[src/rtl/bin_to_bcd_seq.sv]
// rtl/bin_to_bcd_seq.sv - sequential shift-and-add-3 binary to packed BCD converter
//
// Converts an N-bit word (unsigned, or two's complement when SIGNED=1) into
// DIGITS packed BCD digits, one binary bit per clock.
//
// Ports:
//   clk    - clock, all registers update on the rising edge
//   rst    - synchronous active-high reset
//   start  - request a conversion of bin; sampled only when idle
//   bin    - binary operand, sampled only on the accepting edge
//   busy   - conversion in progress (SHIFT state)
//   done   - one-cycle pulse, results updated in the same cycle
//   bcd    - packed BCD result, least significant digit in [3:0]
//   neg    - result is negative (always 0 when SIGNED=0)
//   blank  - bit k set when digit k is a leading zero; bit 0 always 0

module bin_to_bcd_seq #(
    parameter int N      = 8,
    parameter int DIGITS = 3,
    parameter int SIGNED = 0
) (
    input  logic                clk,
    input  logic                rst,
    input  logic                start,
    input  logic [N-1:0]        bin,
    output logic                busy,
    output logic                done,
    output logic [4*DIGITS-1:0] bcd,
    output logic                neg,
    output logic [DIGITS-1:0]   blank
);

    // True when DIGITS decimal digits can hold 2^N - 1. Returns as soon as
    // the power of ten is large enough so the product never overflows.
    function automatic bit digits_ok();
        logic [127:0] p;
        logic [127:0] lim;
        p   = 128'd1;
        lim = (128'd1 << N) - 128'd1;
        for (int i = 0; i < DIGITS; i++) begin
            p = p * 128'd10;
            if (p > lim) return 1'b1;
        end
        return 1'b0;
    endfunction

    if (N < 2 || !digits_ok()) begin : g_param_check
        $error("bin_to_bcd_seq: N must be >= 2 and 10**DIGITS must exceed 2**N - 1");
    end

    localparam int CW = $clog2(N + 1);
    localparam logic [DIGITS-1:0] BLANK_RST = {DIGITS{1'b1}} << 1;

    typedef enum logic {IDLE, SHIFT} state_t;

    state_t              state;
    logic [CW-1:0]       cnt;
    logic [N-1:0]        bin_sr;
    logic [4*DIGITS-1:0] scratch;
    logic                neg_pend;

    logic                sign_in;
    logic [N-1:0]        mag;
    logic [4*DIGITS-1:0] adj;
    logic [4*DIGITS-1:0] shifted;
    logic [DIGITS-1:0]   blank_next;
    logic                hi_zero;

    assign busy = (state == SHIFT);

    always_comb begin
        sign_in    = (SIGNED != 0) && bin[N-1];
        // -2^(N-1) negates to itself, which read as unsigned is the right magnitude.
        mag        = sign_in ? (~bin + N'(1)) : bin;
        adj        = '0;
        shifted    = '0;
        blank_next = '0;
        hi_zero    = 1'b1;

        for (int k = 0; k < DIGITS; k++) begin
            adj[4*k +: 4] = (scratch[4*k +: 4] >= 4'd5) ? scratch[4*k +: 4] + 4'd3
                                                         : scratch[4*k +: 4];
        end
        shifted = {adj[4*DIGITS-2:0], bin_sr[N-1]};

        // Walk from the top digit down; a digit is blank only while every
        // digit above it is also zero. The units digit is never blanked.
        for (int k = DIGITS - 1; k >= 1; k--) begin
            hi_zero       = hi_zero && (shifted[4*k +: 4] == 4'd0);
            blank_next[k] = hi_zero;
        end
    end

    always_ff @(posedge clk) begin
        if (rst) begin
            state    <= IDLE;
            cnt      <= '0;
            bin_sr   <= '0;
            scratch  <= '0;
            neg_pend <= 1'b0;
            done     <= 1'b0;
            bcd      <= '0;
            neg      <= 1'b0;
            blank    <= BLANK_RST;
        end else begin
            done <= 1'b0;
            case (state)
                IDLE: begin
                    if (start) begin
                        bin_sr   <= mag;
                        neg_pend <= sign_in;
                        scratch  <= '0;
                        cnt      <= CW'(N);
                        state    <= SHIFT;
                    end
                end
                SHIFT: begin
                    scratch <= shifted;
                    bin_sr  <= {bin_sr[N-2:0], 1'b0};
                    cnt     <= cnt - CW'(1);
                    if (cnt == CW'(1)) begin
                        bcd   <= shifted;
                        neg   <= neg_pend;
                        blank <= blank_next;
                        done  <= 1'b1;
                        state <= IDLE;
                    end
                end
                default: state <= IDLE;
            endcase
        end
    end

endmodule

[config.mk]
export PLATFORM = sky130hd
export DESIGN_NAME = bin_to_bcd_seq
export DESIGN_NICKNAME = d
export VERILOG_FILES = /design/src/rtl/bin_to_bcd_seq.sv
export SDC_FILE = /design/constraint.sdc
export NUM_CORES = 1
export LEC_CHECK = 0
export BUFFER_PORTS_ARGS = -buffer_cell sky130_fd_sc_hd__buf_2
export CAP_MARGIN = 0
export CORE_ASPECT_RATIO = 2
export CORE_MARGIN = 10
export CORE_UTILIZATION = 53
export DETAILED_ROUTE_END_ITERATION = 7
export PLACE_DENSITY = 0.75
export SLEW_MARGIN = 20
export SYNTH_ARGS = -nofsm -noshare
export SYNTH_HDL_FRONTEND = slang
export SYNTH_SLANG_ARGS = --single-unit
[constraint.sdc]
create_clock -name clk -period 2.15 [get_ports clk]
set_input_delay 0.215 -clock clk [delete_from_list [all_inputs] [get_ports clk]]
set_output_delay 0.215 -clock clk [all_outputs]
set_load 0.03 [all_outputs]
## Word-level counts from Yosys, hierarchy flattened

Cells that the tools add are included.

| cells by class | value |
|---|---|
| bitwise operators | 1 |
| eq/ne operators | 2 |
| reductions and logical operators | 5 |
| $lt $le $gt $ge | 3 |
| add/sub/neg operators | 4 |
| mux-type cells | 13 |

Operators by type and width:

| cell | number |
|---|---|
| $pmux 12 s2 | 1 |
| $pmux 8 s2 | 1 |
| $ge 4x3->1 const B | 3 |
| $mux 12 | 1 |
| $mux 4 | 3 |
| $add 4x2->4 const B | 2 |
| $logic_not 4->1 | 2 |
| $mux 8 | 1 |
| $pmux 4 s2 | 1 |
| $eq 4x1->1 const B | 1 |
| $sub 4x1->4 const B | 1 |
| $add 3x2->3 const B | 1 |
| $mux 1 | 3 |
| $mux 3 | 1 |
| $ne 2x2->1 const B | 1 |
| $pmux 1 s2 | 1 |
| $reduce_and 2->1 | 1 |
| $reduce_or 2->1 | 1 |
| $logic_and 1x1->1 | 1 |
| $not 1->1 | 1 |

| storage, ports and cells | value |
|---|---|
| output and inout bits | 18 |
| logic and storage cells | 35 |
| bits in registers | 40 |

## Logic depth before layout (Yosys ltp)

Gate-level depths: netlist (run 1).

| logic depth | value |
|---|---|
| depth in word-level cells | 4 |
| gate-level depth with buffers | 7 |
| mapped depth without buffers | 7 |

## Worst setup path before layout (run 1)

No wires, ideal clock.

| timing path | value |
|---|---|
| path kind | register to register |
| start | reg scratch[9] |
| end | reg blank[1] |
| setup time | 0.096 ns |
| clock period less this slack | 1.617 ns |
| cell stages (with the launch flop) | 8 |
| arrival | 1.521 ns |
| required time | 2.054 ns |
| path slack | 0.533 ns |
| buffers on the path | 0 |
| cells stage by stage | dfxtp_1 -> inv_1 -> ha_1 -> nand2b_1 -> a21oi_1 -> mux2i_1 -> nand3_2 -> o41ai_2 |

| between the ends | value |
|---|---|
| word-level cells in the longest chain between the ends | 4 |
| elaborated cells between the ends (all ways) | 5 |

Ends and longest elaborated chain:

| element | RTL line | text |
|---|---|---|
| start: declaration | 59 | `logic [4*DIGITS-1:0] scratch;` |
| start signal: assignment | 118 | `scratch <= shifted;` |
| $ge 4x3->1 / $add 3x2->3 (equally long branches) | 81 | `adj[4*k +: 4] = (scratch[4*k +: 4] >= 4'd5) ? scratch[4*k +: 4] + 4'd3` |
| $mux 3 * | 81 |  |
| $logic_not 4->1 * | 89 | `hi_zero = hi_zero && (shifted[4*k +: 4] == 4'd0);` |
| $logic_and 1x1->1 * | 89 |  |
| end signal: assignment | 124 | `blank <= blank_next;` |
| end: declaration | 30 | `output logic [DIGITS-1:0] blank` |

Every way passes the cells marked *; elsewhere a longest branch is shown, timed or not.
A chain may end at the register's enable or synchronous reset.

## Final worst setup path (run 1)

| timing path | value |
|---|---|
| start | reg scratch[8] |
| end | reg blank[1] |

The elaborated chain is that of the path after synthesis.

==> results.py, run 1 <==
metrics = {
    "logic_synthesis": {
        "avgSynthCellArea_um2": 8.090,
        "ys_types": 31,
        "synth_area_um2": 1893,
        "synthCells": 234,
        "ys_seq_area_share_pct": 42.30,
        "ys_ff_latch": 40,
        "yosysWarningCount": 0,
    },
    "grt": {
        "grt.total_usage_pct": 12.32,
        "grt_pass1_vias": 1569,
        "grt_max_degree": 41,
        "grt_pass1_wl_um": 6782,
        "gr-total-overflow": 0,
        "antenna_found_initial": 0,
    },
    "detailed_routing": {
        "drt_pass1_iterations": 4,
        "vias": 1580,
        "routed_wl_um": 3846,
        "wl_per_cell_um": 12.61,
        "drt_iter0_drc": 27,
        "detail-route-antenna-nets": 0,
        "vias_per_cell": 5.180,
        "drc": 0,
    },
    "placed_design": {
        "dpl.hpwl_um": 2790,
        "gp_congestion": 0.8828,
        "pre_cts_slack_ps": 416.2,
        "placed_area_um2": 2039,
        "port_buffers": 26,
        "dp_cells": 297,
    },
    "cts": {
        "cts_tree": "done",
        "cts.sinks": 40,
        "hold_buffers": 0,
        "cts.reportedPaths.clkPinSlew_ps": 80,
        "cts_inserted_buffers": 5,
        "post_cts.repair.setup_buffers": 0,
        "insertion_delay_ps": 290,
        "cts-root-buf": "clkbuf_8",
        "cts_resized": 0,
        "cts_buffer_depth": 2,
        "htree_levels": 2,
    },
    "timing": {
        "fin_worst_skew_ps": 7.172,
        "slew_headroom_pct": 52.81,
        "slew_violations": 0,
        "final_hold_viol_count": 0,
        "tightest_slew_ps": 707.8,
        "setup_slack_ps": 384.7,
        "fin_crit_ps": 1765,
        "setup_tns_ps": 0,
        "clock.fmax_mhz": 566.5,
        "setup_viol": 0,
        "fin_crit_sh_pct": 82.11,
        "rsz0062_at_grt": "false",
    },
    "layout": {
        "diodes": 0,
        "num-nets-final": 275,
        "post-route-cell-area_um2": 2147,
        "layout.cells.most_common_list": "dfxtp_1 (40), nor2_1 (38), a21oi_1 (32)",
        "layout_commonest_cell": "dfxtp_1",
        "layout-drive-gt1-share_pct": 16.73,
        "final_cells": 305,
        "area_delta_synth_final_pct": 13.42,
    },
    "critical_path": {
        "worstPathCellList": "inv_1 -> ha_1 -> nand2b_1 -> a21oi_1 -> mux2i_1 -> nand3_2 -> o41ai_2",
        "reg2reg_from": "scratch[8]$_SDFFE_PP0P_",
        "max_stage_delay_ps": 360,
        "cp_max_fo": 4,
        "cpMaxStageDelayCell": "dfxtp_1",
        "worstPathRequired_ps": 2350,
        "critPathKind": "reg2reg",
        "worstSetupStartpoint": "scratch[8]$_SDFFE_PP0P_",
        "crit_path_end_kind": "flop",
        "cp-start-kind": "flop",
        "cpLargestDelayFamily": "compound AO/OA/AOI/OAI gates",
        "crit_buf_inv": 1,
        "worstPathArrival_ps": 1970,
    },
    "hold_path": {
        "worst_hold_path_type": "in2reg",
        "min_from": "bin[0]",
    },
    "floorplan": {
        "rows": 30,
        "start_util_pct": 55.42,
        "dieHeight_um": 104.5,
        "dieArea_um2": 6507,
        "core_um2": 3416,
        "die_w_um": 62.26,
        "top_level_ports": 29,
    },
    "pwr": {
        "powerDensity_nw_per_um2": 708.1,
        "power.leakage_uw": 0.0008904,
        "peakVddDrop_v": 0.0007502,
    },
    "flow_run": {
        "drv_cap": 0,
    },
    "status": {
        "outcome": "finished clean",
    },
}
[synthesized netlist by cell type]
cell      number  share of area, %
nor3b_1        7               2.8
nand3_1        3              0.79
inv_1          8               1.6
nand3_2        1              0.53
a31oi_1        1              0.33
nand2_1       27               5.4
buf_4          2              0.79
nand2b_2       1              0.46
mux2_2         1              0.59
a211oi_1       1              0.40
a21oi_1       32               8.5
nor2b_1        1              0.33
nor2_1        38               7.5
nand3b_1       1              0.40
ha_1           8               5.3
mux2i_1       13               6.9
dfxtp_1       40                42
xnor2_1        3               1.4
o41ai_2        1              0.86
conb_1         1              0.20
and3_1         1              0.33
clkbuf_1       6               1.2
o21ai_1        2              0.53
o21ai_0        5               1.3
nand2b_1       6               2.0
buf_2          8               2.1
a21oi_2        2              0.93
or3_1          1              0.33
o31a_1         1              0.46
nor3_1        10               2.6
a311oi_1       2              0.93
[logic make-up (layout without fill, tap and decap cells)]
kind of cell,count (synthesis),after routing,share of synthesized area [%]
other cells,1,2,0.1981
xor+xnor,3,3,1.388
compound gates,47,47,14.21
buf+inv,24,46,5.684
flops,40,40,42.30
fa+ha+maj,8,8,5.288
simple gates,97,97,23.46
mux,14,14,7.468
[stage by stage]
stage	util, %	hold slack (ps)	power, µW
after CTS	62.86	227.1	1540
after global routing	62.86	261.3	1580
after detailed placement	59.71	443.7	938.6
after global placement	59.71	440.7	935.0
final	62.86	229.9	1520
after floorplan	-	410.3	906.0
[power breakdown]
part / switching [µW] / internal, µW / total, µW
combinational: 87.9 / 51.8 / 140
clock: 256 / 344 / 600
sequential: 17.5 / 763 / 780
total: 361 / 1160 / 1520
[layer usage]
layer,wire (µm),global-route usage (%),up-vias
met5,0,0,-
met4,129,7.235,0
met3,185,4.315,11
met2,1942,21.62,38
met1,1590,12.01,710
li1,-,-,821
[sequential cells by signal (all words and copies together) (netlist names)]
signal,cells
bcd,12
scratch,12
bin_sr,8
cnt,4
blank,2
busy,1
done,1
[final cells by class]
| cell class | count | area (µm²) |
|---|---|---|
| sequential | 40 | 800.8 |
| timing repair buffer | 30 | 160.2 |
| clock buffer | 6 | 72.57 |
| fill | 312 | 1269 |
| tap | 48 | 60.06 |
| clock inverter | 2 | 35.03 |
| multi-input combinational | 171 | 988.4 |
| inverter | 8 | 30.03 |
[worst reg2reg max path, stage by stage, from the launching register on]
cell and delay (ps):
dfxtp_1 360, inv_1 110, ha_1 190, nand2b_1 60
a21oi_1 320, mux2i_1 270, nand3_2 100, o41ai_2 270
[path summary, 6_finish.rpt]
check                           endpoint  slack, ps  depth (start not counted)
setup / recovery   blank[1]$_SDFFE_PP1P_        380                          7
hold / removal    bin_sr[0]$_SDFFE_PP0P_        230                          3
setup reg to reg   blank[1]$_SDFFE_PP1P_        380                          7
hold reg to reg      bcd[7]$_SDFFE_PP0P_        450                          2
(Power assumes the default switching activity.)
==> inputs of run 2 (changes only) <==
Settings changed: ABC_AREA set to 1, CORE_UTILIZATION 53 to 50, PLACE_DENSITY 0.75 to 0.74.
Clock period 2.15 ns to 1.5 ns, I/O delays scaled along.
==> run 2 against run 1 <==
Compared with the run above: cell count grew 7.5%; power rose by 47%; clock power rose by 47%; utilization shrank 2.5 points; first-iteration DRC count rose by 48%; hold slack got worse by 150 ps; critical path type is now reg2out; critical endpoint is now busy; largest cell class unchanged; highest routed layer unchanged.
==> results.py, run 2 <==
metrics = {
    "status": {
        "outcome": "finished clean",
    },
    "critical_path": {
        "cpMaxStageDelayCell": "dfxtp_4",
        "critPathKind": "reg2out",
        "reg2reg_from": "scratch[4]$_SDFFE_PP0P_",
        "reg2reg_to": "blank[1]$_SDFFE_PP1P_",
        "max_stage_delay_ps": 420,
        "crit_buf_inv": 3,
        "crit_path_end_kind": "output port",
        "cp_max_fo": 11,
        "reg2reg_slack_ps": 110,
        "worstPathArrival_ps": 1280,
        "r2r_cells": 10,
        "worstPathCellList": "buf_4 -> buf_4 -> buf_2",
        "worstPathRequired_ps": 1350,
        "worstSetupStartpoint": "busy$_SDFF_PP0_",
        "path_common_cell": "buf_4",
        "cp-start-kind": "flop",
        "cpLargestDelayFamily": "buffers and inverters",
    },
    "timing": {
        "fin_crit_ps": 1428,
        "setup_slack_ps": 71.61,
        "hold_slack_ps": 78.19,
        "fin_worst_skew_ps": 8.490,
        "fin_crit_sh_pct": 95.23,
        "rsz0062_at_grt": "true",
        "slew_violations": 0,
        "clock.fmax_mhz": 700.1,
        "final_hold_viol_count": 0,
        "setup_viol": 0,
    },
    "placed_design": {
        "pre_cts_slack_ps": 10.73,
        "gp_congestion": 0.8790,
        "port_buffers": 26,
        "placed_area_um2": 2064,
        "dpl.hpwl_um": 3264,
        "dp_cells": 320,
    },
    "detailed_routing": {
        "vias": 1723,
        "drt_iter0_drc": 40,
        "detail-route-antenna-nets": 0,
        "drc": 0,
        "routed_wl_um": 4327,
        "wl_per_cell_um": 13.19,
        "drt_pass1_iterations": 5,
        "vias_per_cell": 5.253,
    },
    "logic_synthesis": {
        "synthCells": 250,
        "synth_edf_count": 0,
        "ys_seq_area_share_pct": 42.05,
        "ys_ff_latch": 40,
        "synth_top_family_by_area": "simple AND/OR/NAND/NOR gates",
        "ys.flop_type": "dfxtp_1",
        "avgSynthCellArea_um2": 7.617,
        "synth-simple-area-share_pct": 29.50,
        "ys_top_cells_by_area": "dfxtp_1 (42%), nand2_1 (11%), nand3_1 (7.9%)",
        "synth_compound_area_share_pct": 13.67,
        "synthAdderAreaFrac_pct": 5.256,
        "synth_xor_area_share_pct": 0,
        "ys_types": 29,
        "synth-async-reset-ratio_pct": 0,
        "synth_area_leader_cell": "dfxtp_1",
        "synthMuxAreaShare_pct": 0,
        "synth.most_common_cell": "nand2_1",
        "synth_area_um2": 1904,
        "yosysWarningCount": 0,
        "ys_top_cells_by_count": "nand2_1 (57), dfxtp_1 (40), nand3_1 (30)",
        "synth.top_cell.area_share_pct": 42.05,
    },
    "grt": {
        "grt_pass1_wl_um": 7486,
        "grt_max_degree": 19,
        "antenna_found_initial": 0,
        "grt.total_usage_pct": 13.34,
        "grt_pass1_vias": 1741,
        "gr-total-overflow": 0,
    },
    "cts": {
        "hold_buffers": 0,
        "post_cts.repair.setup_buffers": 0,
        "cts.reportedPaths.clkPinSlew_ps": 80,
        "cts_buffer_depth": 2,
        "cts_inserted_buffers": 5,
        "insertion_delay_ps": 300,
        "cts_tree": "done",
        "cts.sinks": 40,
        "cts-root-buf": "clkbuf_8",
        "htree_levels": 2,
    },
    "floorplan": {
        "core_um2": 3646,
        "start_util_pct": 52.23,
        "dieHeight_um": 107.3,
        "dieArea_um2": 6827,
        "top_level_ports": 29,
        "die_w_um": 63.64,
        "rows": 31,
    },
    "hold_path": {
        "min_path_cells": 3,
        "min_from": "bin[3]",
        "hold_end": "bin_sr[3]$_SDFFE_PP0P_",
        "worst_hold_path_type": "in2reg",
    },
    "pwr": {
        "peakVddDrop_v": 0.0005916,
        "powerDensity_nw_per_um2": 1012,
        "power.leakage_uw": 0.0009504,
    },
    "flow_run": {
        "drv_cap": 0,
    },
    "layout": {
        "layout-drive-gt1-share_pct": 21.86,
        "diodes": 0,
        "layout.cells.most_common_list": "nand2_1 (54), dfxtp_1 (35), nand3_1 (30)",
        "num-nets-final": 297,
        "utilization_pct": 60.36,
        "layout_commonest_cell": "nand2_1",
        "reg.largest.list": "bcd x12, scratch x12, bin_sr x8",
        "post-route-cell-area_um2": 2201,
        "final_cells": 328,
        "area_delta_synth_final_pct": 15.57,
    },
}
run 2: power breakdown:
group          switching (µW)  internal, µW  leakage, µW  total (µW)
registers                31.7          1100     0.000328        1130
logic                     143          76.2     0.000568         219
clock network             388           492    0.0000541         880
run 2: logic make-up (layout without fill, tap and decap cells):
family,Yosys count,after routing
DFF,40,40
and+or+nand+nor,119,119
adders and majority gates,8,8
buffers and inverters,38,66
other,1,2
AOI/OAI and AO/OA,44,44
run 2: cell type report:
cell class	count	area [µm²]
fillers	375	1445
multi-input cells	173	943.4
inverters	26	97.59
well taps	49	61.31
clock inverters	3	42.54
flip-flops and latches	40	812.0
clock buffers	5	68.82
repair buffers	32	175.2
run 2: tightest hold or removal path, stage by stage:
cell and delay (ps):
buf_2 80, nor3_1 40, nor2_1 80
run 2: per-stage QoR:
| stage | power, µW | TNS, ps |
|---|---|---|
| finish | 2228 | 0 |
| floorplan | 1324 | 0 |
| CTS | 2251 | 0 |
| global placement | 1371 | 0 |
| detailed placement | 1375 | 0 |
| global route | 2309 | -33.96 |
run 2: how the worst max path moves through the flow:
| stage | end | slack (ps) | depth (start not counted) |
|---|---|---|---|
| floorplan | bin_sr[2]$_SDFFE_PP0P_ | 210 | 5 |
| global placement | blank[1]$_SDFFE_PP1P_ | 10 | 8 |
| finish | busy | 70 | 3 |
| detailed placement | blank[1]$_SDFFE_PP1P_ | 10 | 8 |
| CTS | blank[1]$_SDFFE_PP1P_ | 6 | 11 |
| global route | blank[1]$_SDFFE_PP1P_ | -30 | 10 |
run 2: layer usage:
layer / vias up / GRT usage (%) / wire (µm)
met3: 12 / 3.545 / 186
met5: - / 0 / 0
met1: 798 / 13.18 / 1708
met4: 0 / 8.491 / 131
li1: 884 / - / -
met2: 29 / 23.77 / 2300
run 2: timing repair:
item,in CTS,in global routing
endpoints found under the hold margin,0,0
gates resized for setup,2,10
pin swaps,0,1
setup endpoints to repair,2,6
